## src/rtl/cpu_ctrl_hs_pkg.sv

```systemverilog
// Shared definitions for the multi-cycle CPU controller: memory command codes,
// instruction opcode/op fields, register/writeback select codes, controller
// state encoding and the packed control-output bundle.
// Optional feature macro: CTRL_BRANCH_EN adds the BR state.
package cpu_ctrl_hs_pkg;

    localparam int unsigned STATE_W = 5;

    // mem_cmd encodings
    localparam logic [1:0] MEM_NONE  = 2'b00;
    localparam logic [1:0] MEM_READ  = 2'b01;
    localparam logic [1:0] MEM_WRITE = 2'b11;

    // opcode field IR[15:13]
    localparam logic [2:0] OPC_BR   = 3'b001;
    localparam logic [2:0] OPC_LDR  = 3'b011;
    localparam logic [2:0] OPC_STR  = 3'b100;
    localparam logic [2:0] OPC_ALU  = 3'b101;
    localparam logic [2:0] OPC_MOV  = 3'b110;
    localparam logic [2:0] OPC_HALT = 3'b111;

    // op field IR[12:11]
    localparam logic [1:0] OP_MOV_REG = 2'b00;
    localparam logic [1:0] OP_MOV_IMM = 2'b10;
    localparam logic [1:0] OP_ALU_CMP = 2'b01;
    localparam logic [1:0] OP_ALU_MVN = 2'b11;

    // register-file read/write select
    localparam logic [1:0] NSEL_RN = 2'b00;
    localparam logic [1:0] NSEL_RD = 2'b01;
    localparam logic [1:0] NSEL_RM = 2'b11;

    // writeback source select
    localparam logic [1:0] VSEL_MDATA  = 2'b00;
    localparam logic [1:0] VSEL_SXIMM8 = 2'b01;
    localparam logic [1:0] VSEL_C      = 2'b11;

    typedef enum logic [STATE_W-1:0] {
        S_RST     = 5'd0,
        S_IF_REQ  = 5'd1,
        S_IF_LD   = 5'd2,
        S_PC_INC  = 5'd3,
        S_DECODE  = 5'd4,
        S_MOV_IM  = 5'd5,
        S_LD_A    = 5'd6,
        S_LD_B    = 5'd7,
        S_EXE     = 5'd8,
        S_WB      = 5'd9,
        S_ADDR_C  = 5'd10,
        S_ADDR_LD = 5'd11,
        S_MEM_RD  = 5'd12,
        S_LDR_WB  = 5'd13,
        S_ST_B    = 5'd14,
        S_ST_C    = 5'd15,
        S_MEM_WR  = 5'd16,
        S_HALT    = 5'd17,
`ifdef CTRL_BRANCH_EN
        S_BR      = 5'd19,
`endif
        S_ERR     = 5'd18
    } state_t;

    typedef struct packed {
        logic [1:0] mem_cmd;
        logic       addr_sel;
        logic       load_ir;
        logic       load_pc;
        logic       reset_pc;
        logic       load_addr;
        logic       loada;
        logic       loadb;
        logic       loadc;
        logic       loads;
        logic       asel;
        logic       bsel;
        logic       write;
        logic [1:0] nsel;
        logic [1:0] vsel;
        logic       pc_sel;
        logic       halted;
        logic       mem_err;
    } ctrl_t;

    // States in which the controller waits on mem_ack
    function automatic logic is_wait_state(input state_t s);
        return (s == S_IF_REQ) || (s == S_MEM_RD) || (s == S_MEM_WR);
    endfunction

endpackage

```

## src/rtl/cpu_ctrl_hs_mem_wait.sv

```systemverilog
// Memory-handshake wait counter with timeout detection.
// Ports: clk, reset (async active-low), start (clear on wait-state entry),
//        ack (mem_ack), timeout (count reached WAIT_MAX with ack low).
module cpu_mem_wait #(
    parameter int unsigned WAIT_MAX = 15,
    parameter int unsigned WAIT_W   = 4
) (
    input  logic clk,
    input  logic reset,
    input  logic start,
    input  logic ack,
    output logic timeout
);

    logic [WAIT_W-1:0] cnt_q;

    // Counts cycles spent without ack; cleared on entry to a wait state
    always_ff @(posedge clk or negedge reset) begin
        if (!reset) begin
            cnt_q <= '0;
        end else if (start) begin
            cnt_q <= '0;
        end else if (!ack) begin
            cnt_q <= cnt_q + WAIT_W'(1);
        end
    end

    // ack in the limit cycle still completes the access
    assign timeout = (WAIT_MAX != 0) && (cnt_q == WAIT_W'(WAIT_MAX)) && !ack;

endmodule

```

## src/rtl/cpu_ctrl_hs.sv

```systemverilog
// Multi-cycle controller for the simple RISC datapath: fetch/decode/execute of
// MOV, ALU, LDR, STR, HALT with a bounded mem_ack handshake on RAM accesses.
// Ports: clk, reset (async active-low); opcode/op/cond from IR; flags {N,V,Z};
//        mem_ack from RAM; mem_cmd/addr_sel to RAM; datapath load/select
//        strobes; halted and sticky mem_err status.
// Optional feature macro: CTRL_BRANCH_EN (opcode 001 conditional branch).
// Outputs are registered from the next state, so they always reflect the
// current state and jump to the RST values as soon as reset falls.
module cpu_ctrl_hs
    import cpu_ctrl_hs_pkg::*;
#(
    parameter int unsigned WAIT_MAX = 15,
    parameter int unsigned WAIT_W   = 4
) (
    input  logic       clk,
    input  logic       reset,
    input  logic [2:0] opcode,
    input  logic [1:0] op,
    input  logic [2:0] cond,
    input  logic [2:0] flags,
    input  logic       mem_ack,
    output logic [1:0] mem_cmd,
    output logic       addr_sel,
    output logic       load_ir,
    output logic       load_pc,
    output logic       reset_pc,
    output logic       load_addr,
    output logic       loada,
    output logic       loadb,
    output logic       loadc,
    output logic       loads,
    output logic       asel,
    output logic       bsel,
    output logic       write,
    output logic [1:0] nsel,
    output logic [1:0] vsel,
    output logic       pc_sel,
    output logic       halted,
    output logic       mem_err
);

    state_t st_q, st_d;
    ctrl_t  ctrl_q, ctrl_d;
    logic   wait_start;
    logic   timeout;
    logic   take_br;

`ifdef CTRL_BRANCH_EN
    logic f_n, f_v, f_z;
    assign {f_n, f_v, f_z} = flags;

    // Branch condition evaluation
    always_comb begin
        take_br = 1'b0;
        case (cond)
            3'b000:  take_br = 1'b1;
            3'b001:  take_br = f_z;
            3'b010:  take_br = !f_z;
            3'b011:  take_br = f_n ^ f_v;
            3'b100:  take_br = (f_n ^ f_v) | f_z;
            default: take_br = 1'b0;
        endcase
    end
`else
    logic unused_br;
    assign unused_br = ^{cond, flags};
    assign take_br   = 1'b0;
`endif

    // Wait counter clears whenever a wait state is freshly entered
    assign wait_start = is_wait_state(st_d) && (st_d != st_q);

    cpu_mem_wait #(
        .WAIT_MAX (WAIT_MAX),
        .WAIT_W   (WAIT_W)
    ) u_mem_wait (
        .clk     (clk),
        .reset   (reset),
        .start   (wait_start),
        .ack     (mem_ack),
        .timeout (timeout)
    );

    // Next-state logic
    always_comb begin
        st_d = st_q;
        case (st_q)
            S_RST:    st_d = S_IF_REQ;
            S_IF_REQ: begin
                if (mem_ack)      st_d = S_IF_LD;
                else if (timeout) st_d = S_ERR;
            end
            S_IF_LD:  st_d = S_PC_INC;
            S_PC_INC: st_d = S_DECODE;
            S_DECODE: begin
                case (opcode)
                    OPC_MOV: begin
                        if (op == OP_MOV_IMM)      st_d = S_MOV_IM;
                        else if (op == OP_MOV_REG) st_d = S_LD_B;
                        else                       st_d = S_IF_REQ;
                    end
                    OPC_ALU:  st_d = (op == OP_ALU_MVN) ? S_LD_B : S_LD_A;
                    OPC_LDR,
                    OPC_STR:  st_d = S_LD_A;
                    OPC_HALT: st_d = S_HALT;
`ifdef CTRL_BRANCH_EN
                    OPC_BR:   st_d = S_BR;
`endif
                    default:  st_d = S_IF_REQ;
                endcase
            end
            S_MOV_IM: st_d = S_IF_REQ;
            S_LD_A:   st_d = (opcode == OPC_LDR || opcode == OPC_STR) ? S_ADDR_C : S_LD_B;
            S_LD_B:   st_d = S_EXE;
            S_EXE:    st_d = (opcode == OPC_ALU && op == OP_ALU_CMP) ? S_IF_REQ : S_WB;
            S_WB:     st_d = S_IF_REQ;
            S_ADDR_C: st_d = S_ADDR_LD;
            S_ADDR_LD: st_d = (opcode == OPC_LDR) ? S_MEM_RD : S_ST_B;
            S_MEM_RD: begin
                if (mem_ack)      st_d = S_LDR_WB;
                else if (timeout) st_d = S_ERR;
            end
            S_LDR_WB: st_d = S_IF_REQ;
            S_ST_B:   st_d = S_ST_C;
            S_ST_C:   st_d = S_MEM_WR;
            S_MEM_WR: begin
                if (mem_ack)      st_d = S_IF_REQ;
                else if (timeout) st_d = S_ERR;
            end
            S_HALT:   st_d = S_HALT;
            S_ERR:    st_d = S_ERR;
`ifdef CTRL_BRANCH_EN
            S_BR:     st_d = S_IF_REQ;
`endif
            default:  st_d = S_RST;
        endcase
    end

    // Output decode for the state being entered
    always_comb begin
        ctrl_d = '0;
        case (st_d)
            S_RST: begin
                ctrl_d.reset_pc = 1'b1;
                ctrl_d.load_pc  = 1'b1;
            end
            S_IF_REQ: begin
                ctrl_d.mem_cmd  = MEM_READ;
                ctrl_d.addr_sel = 1'b1;
            end
            S_IF_LD:  ctrl_d.load_ir = 1'b1;
            S_PC_INC: ctrl_d.load_pc = 1'b1;
            S_MOV_IM: begin
                ctrl_d.nsel  = NSEL_RN;
                ctrl_d.vsel  = VSEL_SXIMM8;
                ctrl_d.write = 1'b1;
            end
            S_LD_A: begin
                ctrl_d.nsel  = NSEL_RN;
                ctrl_d.loada = 1'b1;
            end
            S_LD_B: begin
                ctrl_d.nsel  = NSEL_RM;
                ctrl_d.loadb = 1'b1;
            end
            S_EXE: begin
                // single-operand instructions zero the A input
                ctrl_d.asel = (opcode == OPC_MOV && op == OP_MOV_REG) ||
                              (opcode == OPC_ALU && op == OP_ALU_MVN);
                if (opcode == OPC_ALU && op == OP_ALU_CMP) ctrl_d.loads = 1'b1;
                else                                       ctrl_d.loadc = 1'b1;
            end
            S_WB: begin
                ctrl_d.nsel  = NSEL_RD;
                ctrl_d.vsel  = VSEL_C;
                ctrl_d.write = 1'b1;
            end
            S_ADDR_C: begin
                ctrl_d.bsel  = 1'b1;
                ctrl_d.loadc = 1'b1;
            end
            S_ADDR_LD: ctrl_d.load_addr = 1'b1;
            S_MEM_RD:  ctrl_d.mem_cmd   = MEM_READ;
            S_LDR_WB: begin
                ctrl_d.nsel  = NSEL_RD;
                ctrl_d.vsel  = VSEL_MDATA;
                ctrl_d.write = 1'b1;
            end
            S_ST_B: begin
                ctrl_d.nsel  = NSEL_RD;
                ctrl_d.loadb = 1'b1;
            end
            S_ST_C: begin
                ctrl_d.asel  = 1'b1;
                ctrl_d.loadc = 1'b1;
            end
            S_MEM_WR: ctrl_d.mem_cmd = MEM_WRITE;
            S_HALT:   ctrl_d.halted  = 1'b1;
            S_ERR:    ctrl_d.mem_err = 1'b1;
`ifdef CTRL_BRANCH_EN
            S_BR: begin
                // condition sampled on the DECODE->BR transition
                ctrl_d.pc_sel  = take_br;
                ctrl_d.load_pc = take_br;
            end
`endif
            default: ctrl_d = '0;
        endcase
    end

    // State and output registers
    always_ff @(posedge clk or negedge reset) begin
        if (!reset) begin
            st_q            <= S_RST;
            ctrl_q          <= '0;
            ctrl_q.reset_pc <= 1'b1;
            ctrl_q.load_pc  <= 1'b1;
        end else begin
            st_q   <= st_d;
            ctrl_q <= ctrl_d;
        end
    end

    assign mem_cmd   = ctrl_q.mem_cmd;
    assign addr_sel  = ctrl_q.addr_sel;
    assign load_ir   = ctrl_q.load_ir;
    assign load_pc   = ctrl_q.load_pc;
    assign reset_pc  = ctrl_q.reset_pc;
    assign load_addr = ctrl_q.load_addr;
    assign loada     = ctrl_q.loada;
    assign loadb     = ctrl_q.loadb;
    assign loadc     = ctrl_q.loadc;
    assign loads     = ctrl_q.loads;
    assign asel      = ctrl_q.asel;
    assign bsel      = ctrl_q.bsel;
    assign write     = ctrl_q.write;
    assign nsel      = ctrl_q.nsel;
    assign vsel      = ctrl_q.vsel;
    assign pc_sel    = ctrl_q.pc_sel;
    assign halted    = ctrl_q.halted;
    assign mem_err   = ctrl_q.mem_err;

endmodule

```

## config.mk

```make
export PLATFORM = sky130hd
export DESIGN_NAME = cpu_ctrl_hs
export DESIGN_NICKNAME = d
export VERILOG_FILES = /design/src/rtl/cpu_ctrl_hs_pkg.sv /design/src/rtl/cpu_ctrl_hs_mem_wait.sv /design/src/rtl/cpu_ctrl_hs.sv
export SDC_FILE = /design/constraint.sdc
export NUM_CORES = 1
export LEC_CHECK = 0
export CORE_ASPECT_RATIO = 1.4
export CORE_MARGIN = 2
export CORE_UTILIZATION = 45
export CTS_BUF_LIST = sky130_fd_sc_hd__clkbuf_4 sky130_fd_sc_hd__clkbuf_8
export DETAILED_ROUTE_END_ITERATION = 16
export PLACE_DENSITY = 0.71
export SYNTH_ARGS = -nofsm -noshare
export SYNTH_HDL_FRONTEND = slang
export SYNTH_SLANG_ARGS = --single-unit
```

## constraint.sdc

```tcl
create_clock -name clk -period 5.4 [get_ports clk]
set_input_delay 0.81 -clock clk [delete_from_list [all_inputs] [get_ports clk]]
set_output_delay 0.81 -clock clk [all_outputs]
set_load 0.03 [all_outputs]
```

==> flow_summary_export.csv, run 1 <==
group,metric,value,unit
global_route,antenna_found_initial,0,
cts,clkSinkCount,29,
pwr,power_switching,546.3,uW
layout,layout.nets,224,
route,first_pass_iters,4,
setup_path,cp-start-kind,"primary input",
global_route,track_usage,0.2168,
pwr,leakage,0.0009270,uW
synth,synth-edff-count,0,
setup_path,cp.required,5540,ps
cts,cts_root_buf,"clkbuf_8",
setup_path,endpoint_kind,"flip-flop",
synth,synth_common_cells,"27 x dfrtp_1, 16 x nor2_1, 13 x nand2_1",
cts,ctsResizeCount,0,
sta,slew_headroom,0.4669,
cts,cts_tree,"yes",
synth,netlist_area,1819,um^2
job,drv_cap,0,
sta,hold_viol_final,0,
setup_path,cp_max_fo,12,
pwr,internal_power,643.2,uW
placed_design,port_buffers,27,
synth,synth_ff_type,"dfrtp_1",
synth,synth_cell_type_count,65,
global_route,grt_pass1_vias,1594,
route,drt_iter0_markers,92,
setup_path,worst_ep_arrival_time,3130,ps
sta,fin_setup_tns,0,ps
cts,path_clk_slew,60,ps
synth,synth.ff_latch_count,29,
sta,whs,621.1,ps
floorplanning,rows,27,
layout,syn_to_final_growth,19.19,%
route,drc,0,
synth,ys_seq_area_frac,0.4003,
setup_path,criticalPathCategory,"primary input to flip-flop",
synth,post-synth-top-count-cell,"dfrtp_1",
floorplanning,coreArea,3919,um^2
worst_hold_path,min_path_type,"flip-flop to flip-flop",
floorplanning,ios,35,
synth,yosys.area.top_type,"dfrtp_1",
pwr,p_comb_frac,0.488,
layout,diodes,0,
global_route,grt-ovfl-total,0,
layout,drive_gt1_frac,0.1143,
synth,synthCells,188,
synth,synth_area_leaders,"dfrtp_1 37%, buf_4 4.5%, nor2_1 3.3%",
floorplanning,die_area,4574,um^2
sta,period_needed,2993,ps
synth,synth_top_area_frac,0.3714,
pwr,seqPwrFrac,0.322,
sta,max_freq,334.1,MHz
global_route,grt_max_degree,30,
route,vias,1612,
floorplanning,die_h,79.23,um
synth,syn_nets,203,
pwr,ir_drop,0.4725,mV
cts,h-tree-depth,2,
synth,async_reset_ff_frac,1.000,
route,vias_per_cell,6.372,
cts,hold_buffers,0,
cts,cts_max_path_buffers,2,
placed_design,place_congestion,0.8975,
sta,worst_pin_slew,799.6,ps
global_route,grt_pass1_wl,7.748,mm
cts,cts_made_buffers,5,
sta,setup_viol,0,
route,wl,4.543,mm
placed_design,hpwl,3.176,mm
pwr,switching_share,0.4593,
pwr,p_clk_frac,0.190,
synth,avgSynthCellArea,9.677,um^2
sta,rsz0062_at_grt,"false",
cts,clk_latency,280,ps
floorplanning,die_w,57.74,um
route,wl_per_cell,17.96,um
sta,slew_violations,0,
pwr,power-per-cell-area,548.6,nW/um^2
synth,yosysWarningCount,0,
cts,post-cts-setup-buffers,0,
floorplanning,initial_core_util,0.4642,
run_status,status,"complete, no violations",
route,ant_nets,0,
layout,fin_util,0.5533,
sta,skew,5.882,ps
sta,min_period_over_period,0.5542,
## cell families (layout without fill, tap and decap cells)
family	count (synthesis)	count (layout)	synth area share
AND/OR/NAND/NOR	82	82	0.2737
AO/OA/AOI/OAI	48	48	0.2160
flip-flops	29	29	0.4003
buffers and inverters	20	42	0.06602
XOR/XNOR	5	5	0.02407
multiplexers	2	2	0.01100
adder cells (fa/ha/maj)	1	1	0.006876
other	1	1	0.002061
## layout by cell type (no fill, tap or decap), types with 2 or more instances in the layout
cell / synthesis / final
dfstp_2: 2 / 2
nor3_1: 9 / 9
nand2b_1: 2 / 2
o22ai_1: 3 / 3
o211ai_1: 2 / 2
inv_1: 6 / 6
a31oi_1: 3 / 3
mux2i_1: 2 / 2
clkbuf_8: 0 / 5
nor2_1: 16 / 16
nand3b_1: 2 / 2
nor4_1: 3 / 3
a311o_1: 2 / 2
a21oi_1: 7 / 7
nand3_1: 5 / 5
xor2_1: 4 / 4
and4b_1: 2 / 2
nor4b_1: 3 / 3
clkdlybuf4s50_1: 0 / 27
a22o_1: 2 / 2
o21ai_0: 2 / 2
and3_1: 3 / 3
or3_1: 2 / 2
nor3b_1: 5 / 5
a211oi_1: 3 / 3
o31ai_1: 2 / 2
o221ai_1: 2 / 2
nand2_1: 13 / 13
nor2b_1: 4 / 4
nand4b_1: 2 / 2
dfrtp_1: 27 / 27
## area by class of cell
class,instances,area [um^2]
Sequential cell,29,728.2
Clock inverter,3,46.29
Timing Repair Buffer,28,277.8
Tap cell,43,53.80
Multi-Input combinational cell,139,970.9
Clock buffer,5,68.82
Inverter,6,22.52
Fill cell,357,1750
## state kept, by name, summed over array words and instances, names as in the netlist, 2 cells and up
| register | flops |
|---|---|
| vsel | 2 |
| st_q | 5 |
| mem_cmd | 2 |
| nsel | 2 |
| u_mem_wait.cnt_q | 4 |
## routing by layer
| layer | vias up | part of all wire | track usage |
|---|---|---|---|
| li1 | 753 | - | - |
| met1 | 785 | 0.39 | 0.2500 |
| met2 | 62 | 0.53 | 0.3739 |
| met3 | 12 | 0.055 | 0.04235 |
| met4 | 0 | 0.024 | 0.1093 |
| met5 | - | 0 | 0 |
## worst max-delay path: stages
cell and delay [ps]:
clkdlybuf4s50_1 690, nand3b_1 280, o2111a_1 250, nor4b_2 330
nand3_1 230, a211oi_2 410, a21oi_1 130
## power by group through the flow
stage	Combinational, uW	Clock (uW)	Sequential (uW)
after floorplan	445	0	361
final	580	227	383
after global routing	638	238	399
after CTS	578	229	380
after detailed placement	571	0	384
after global placement	556	0	378
## path summary, 6_finish.rpt
kind                                                  from  cells past startpoint                              end  slack (ps)
max                                              opcode[0]                      7  u_mem_wait.cnt_q[1]$_DFFE_PN0P_        2410
min                        u_mem_wait.cnt_q[2]$_DFFE_PN0P_                      2  u_mem_wait.cnt_q[2]$_DFFE_PN0P_         620
max reg2reg                              st_q[1]$_DFF_PN0_                      6  u_mem_wait.cnt_q[1]$_DFFE_PN0P_        2590
min reg2reg                u_mem_wait.cnt_q[2]$_DFFE_PN0P_                      2  u_mem_wait.cnt_q[2]$_DFFE_PN0P_         620
max in group asynchronous                            reset                      2               reset_pc$_DFF_PN1_        4190
min in group asynchronous                            reset                      2                nsel[0]$_DFF_PN0_         900
## per-stage QoR
stage / total power, uW / setup slack (ps) / std cells / area (um^2)
floorplan: 806.3 / 2970 / 188 / 1819
global placement: 933.4 / 2181 / 245 / 2053
detailed placement: 955.3 / 2151 / 245 / 2053
CTS: 1187 / 2414 / 253 / 2168
global route: 1275 / 2208 / 253 / 2168
finish: 1190 / 2407 / 253 / 2168
(Power assumes the default switching activity.)
==> run 2, diff against run 1 <==
Clock period 5.4 ns to 3 ns, I/O delays scaled along.
==> run 2 against run 1 <==
  * Wire length rose by 1.5%
  * Hold slack got worse by 80 ps
  * Critical path depth did not move
  * Sequential share of layout area fell by 0.36 points
  * Utilization rose by 0.61 points
  * Via count fell by 1.3%
  * Sequential power rose by 68%
  * Power rose by 74%
  * Cell area rose by 1.1%
  * Critical path type unchanged
==> flow_summary_export.csv, run 2 (synthesis results as in run 1) <==
group,metric,value,unit
run_status,status,"complete, no violations",
setup_path,rr_endpoint,"u_mem_wait.cnt_q[2]$_DFFE_PN0P_",
setup_path,cpPeakStageDelay,690,ps
setup_path,cp_num_cells,7,
cts,ctsResizeCount,0,
placed_design,hpwl,3.389,mm
global_route,grt_pass1_wl,7.921,mm
layout,regMostFlops,"st_q",
global_route,grt_pass1_vias,1627,
pwr,leakage,0.0009504,uW
pwr,power-per-cell-area,945.7,nW/um^2
layout,largest_reg_flops,5,
setup_path,cp-start-kind,"primary input",
route,ant_nets,0,
sta,fin_setup_tns,0,ps
setup_path,rr_worst_depth,7,
sta,rsz0062_at_grt,"false",
global_route,track_usage,0.2251,
job,drv_cap,0,
setup_path,worst_ep_arrival_time,2760,ps
layout,layout.nets,231,
floorplanning,ios,35,
route,drt_iter0_markers,53,
setup_path,crit_family,"compound AO/OA/AOI/OAI gates",
sta,period_needed,2610,ps
floorplanning,coreArea,3919,um^2
sta,slew_headroom,0.5375,
cts,clkSinkCount,29,
floorplanning,die_h,79.23,um
route,vias_per_cell,6.119,
cts,cts_tree,"yes",
sta,max_freq,383.2,MHz
setup_path,cp-endpoint,"u_mem_wait.cnt_q[2]$_DFFE_PN0P_",
setup_path,startpoint,"opcode[0]",
floorplanning,initial_core_util,0.4642,
sta,slew_violations,0,
cts,cts_root_buf,"clkbuf_8",
setup_path,r2r_start,"st_q[2]$_DFF_PN0_",
cts,h-tree-depth,2,
floorplanning,die_area,4574,um^2
setup_path,cp_slowest_cell,"clkdlybuf4s50_1",
setup_path,path_cells,"clkdlybuf4s50_1 > nand3b_1 > o2111a_1 > nor4b_2 > nand3_1 > a211oi_2 > a21oi_1",
layout,drive_gt1_frac,0.1429,
layout,diodes,0,
floorplanning,rows,27,
setup_path,criticalPathCategory,"primary input to flip-flop",
layout,syn_to_final_growth,20.50,%
route,first_pass_iters,4,
setup_path,cp.required,3150,ps
sta,skew,7.037,ps
route,drc,0,
setup_path,endpoint_kind,"flip-flop",
route,vias,1591,
setup_path,worstPathBufferInverterCount,1,
sta,hold_viol_final,0,
cts,hold_buffers,0,
cts,cts_max_path_buffers,2,
cts,clk_latency,280,ps
route,wl_per_cell,17.73,um
global_route,grt_max_degree,30,
setup_path,rrSetupSlack,430,ps
setup_path,cp_max_fo,12,
cts,path_clk_slew,70,ps
layout,fin_util,0.5594,
layout,reg_top3,"st_q: 5 flops, u_mem_wait.cnt_q: 4 flops",
sta,setup_viol,0,
cts,cts_made_buffers,5,
sta,min_period_over_period,0.8699,
placed_design,port_buffers,27,
layout,final_cell_mix,"27 x dfrtp_1, 27 x clkdlybuf4s50_1, 16 x nor2_1",
placed_design,place_congestion,0.8963,
floorplanning,die_w,57.74,um
pwr,ir_drop,0.6949,mV
global_route,antenna_found_initial,0,
sta,worst_pin_slew,684.8,ps
worst_hold_path,min_path_type,"primary input to async pin",
cts,post-cts-setup-buffers,0,
route,wl,4.610,mm
global_route,grt-ovfl-total,0,
[run 2: how the worst min path moves through the flow]
stage | start | end | depth (start not counted)
2_1_floorplan | reset | addr_sel$_DFF_PN0_ | 0
3_3_place_gp | u_mem_wait.cnt_q[1]$_DFFE_PN0P_ | u_mem_wait.cnt_q[1]$_DFFE_PN0P_ | 2
3_5_place_dp | u_mem_wait.cnt_q[0]$_DFFE_PN0P_ | u_mem_wait.cnt_q[0]$_DFFE_PN0P_ | 2
4_1_cts | reset | loadc$_DFF_PN0_ | 2
5_1_grt | reset | loadc$_DFF_PN0_ | 2
6_report | reset | loadc$_DFF_PN0_ | 2
[run 2: final cells by class]
type	count	area [um^2]
inverter	6	22.52
multi-input combinational	139	970.9
sequential	29	728.2
timing repair buffer	35	330.3
clock buffer	5	68.82
fill	348	1727
clock inverter	3	17.52
tap	43	53.80
[run 2: layer usage]
metal	up-vias	part of all wire	GRT usage
li1	768	-	-
met1	764	0.40	0.2651
met2	46	0.52	0.3716
met3	13	0.042	0.05375
met4	0	0.036	0.1209
met5	-	0	0
[run 2: power breakdown]
part | switching (uW) | internal, uW
Combinational | 672 | 444
Sequential | 151 | 494
Clock | 153 | 160
[run 2: through the flow]
step | std cells | total power [uW] | instance area [um^2] | worst slack, ps | hold WS (ps)
global route | 260 | 2237 | 2192 | 109.1 | 573.0
floorplan | 188 | 1451 | 1819 | 930.1 | 154.4
detailed placement | 252 | 1760 | 2106 | 130.8 | 611.1
global placement | 252 | 1714 | 2106 | 225.8 | 561.9
CTS | 260 | 2079 | 2192 | 418.9 | 551.7
finish | 260 | 2073 | 2192 | 390.3 | 541.6
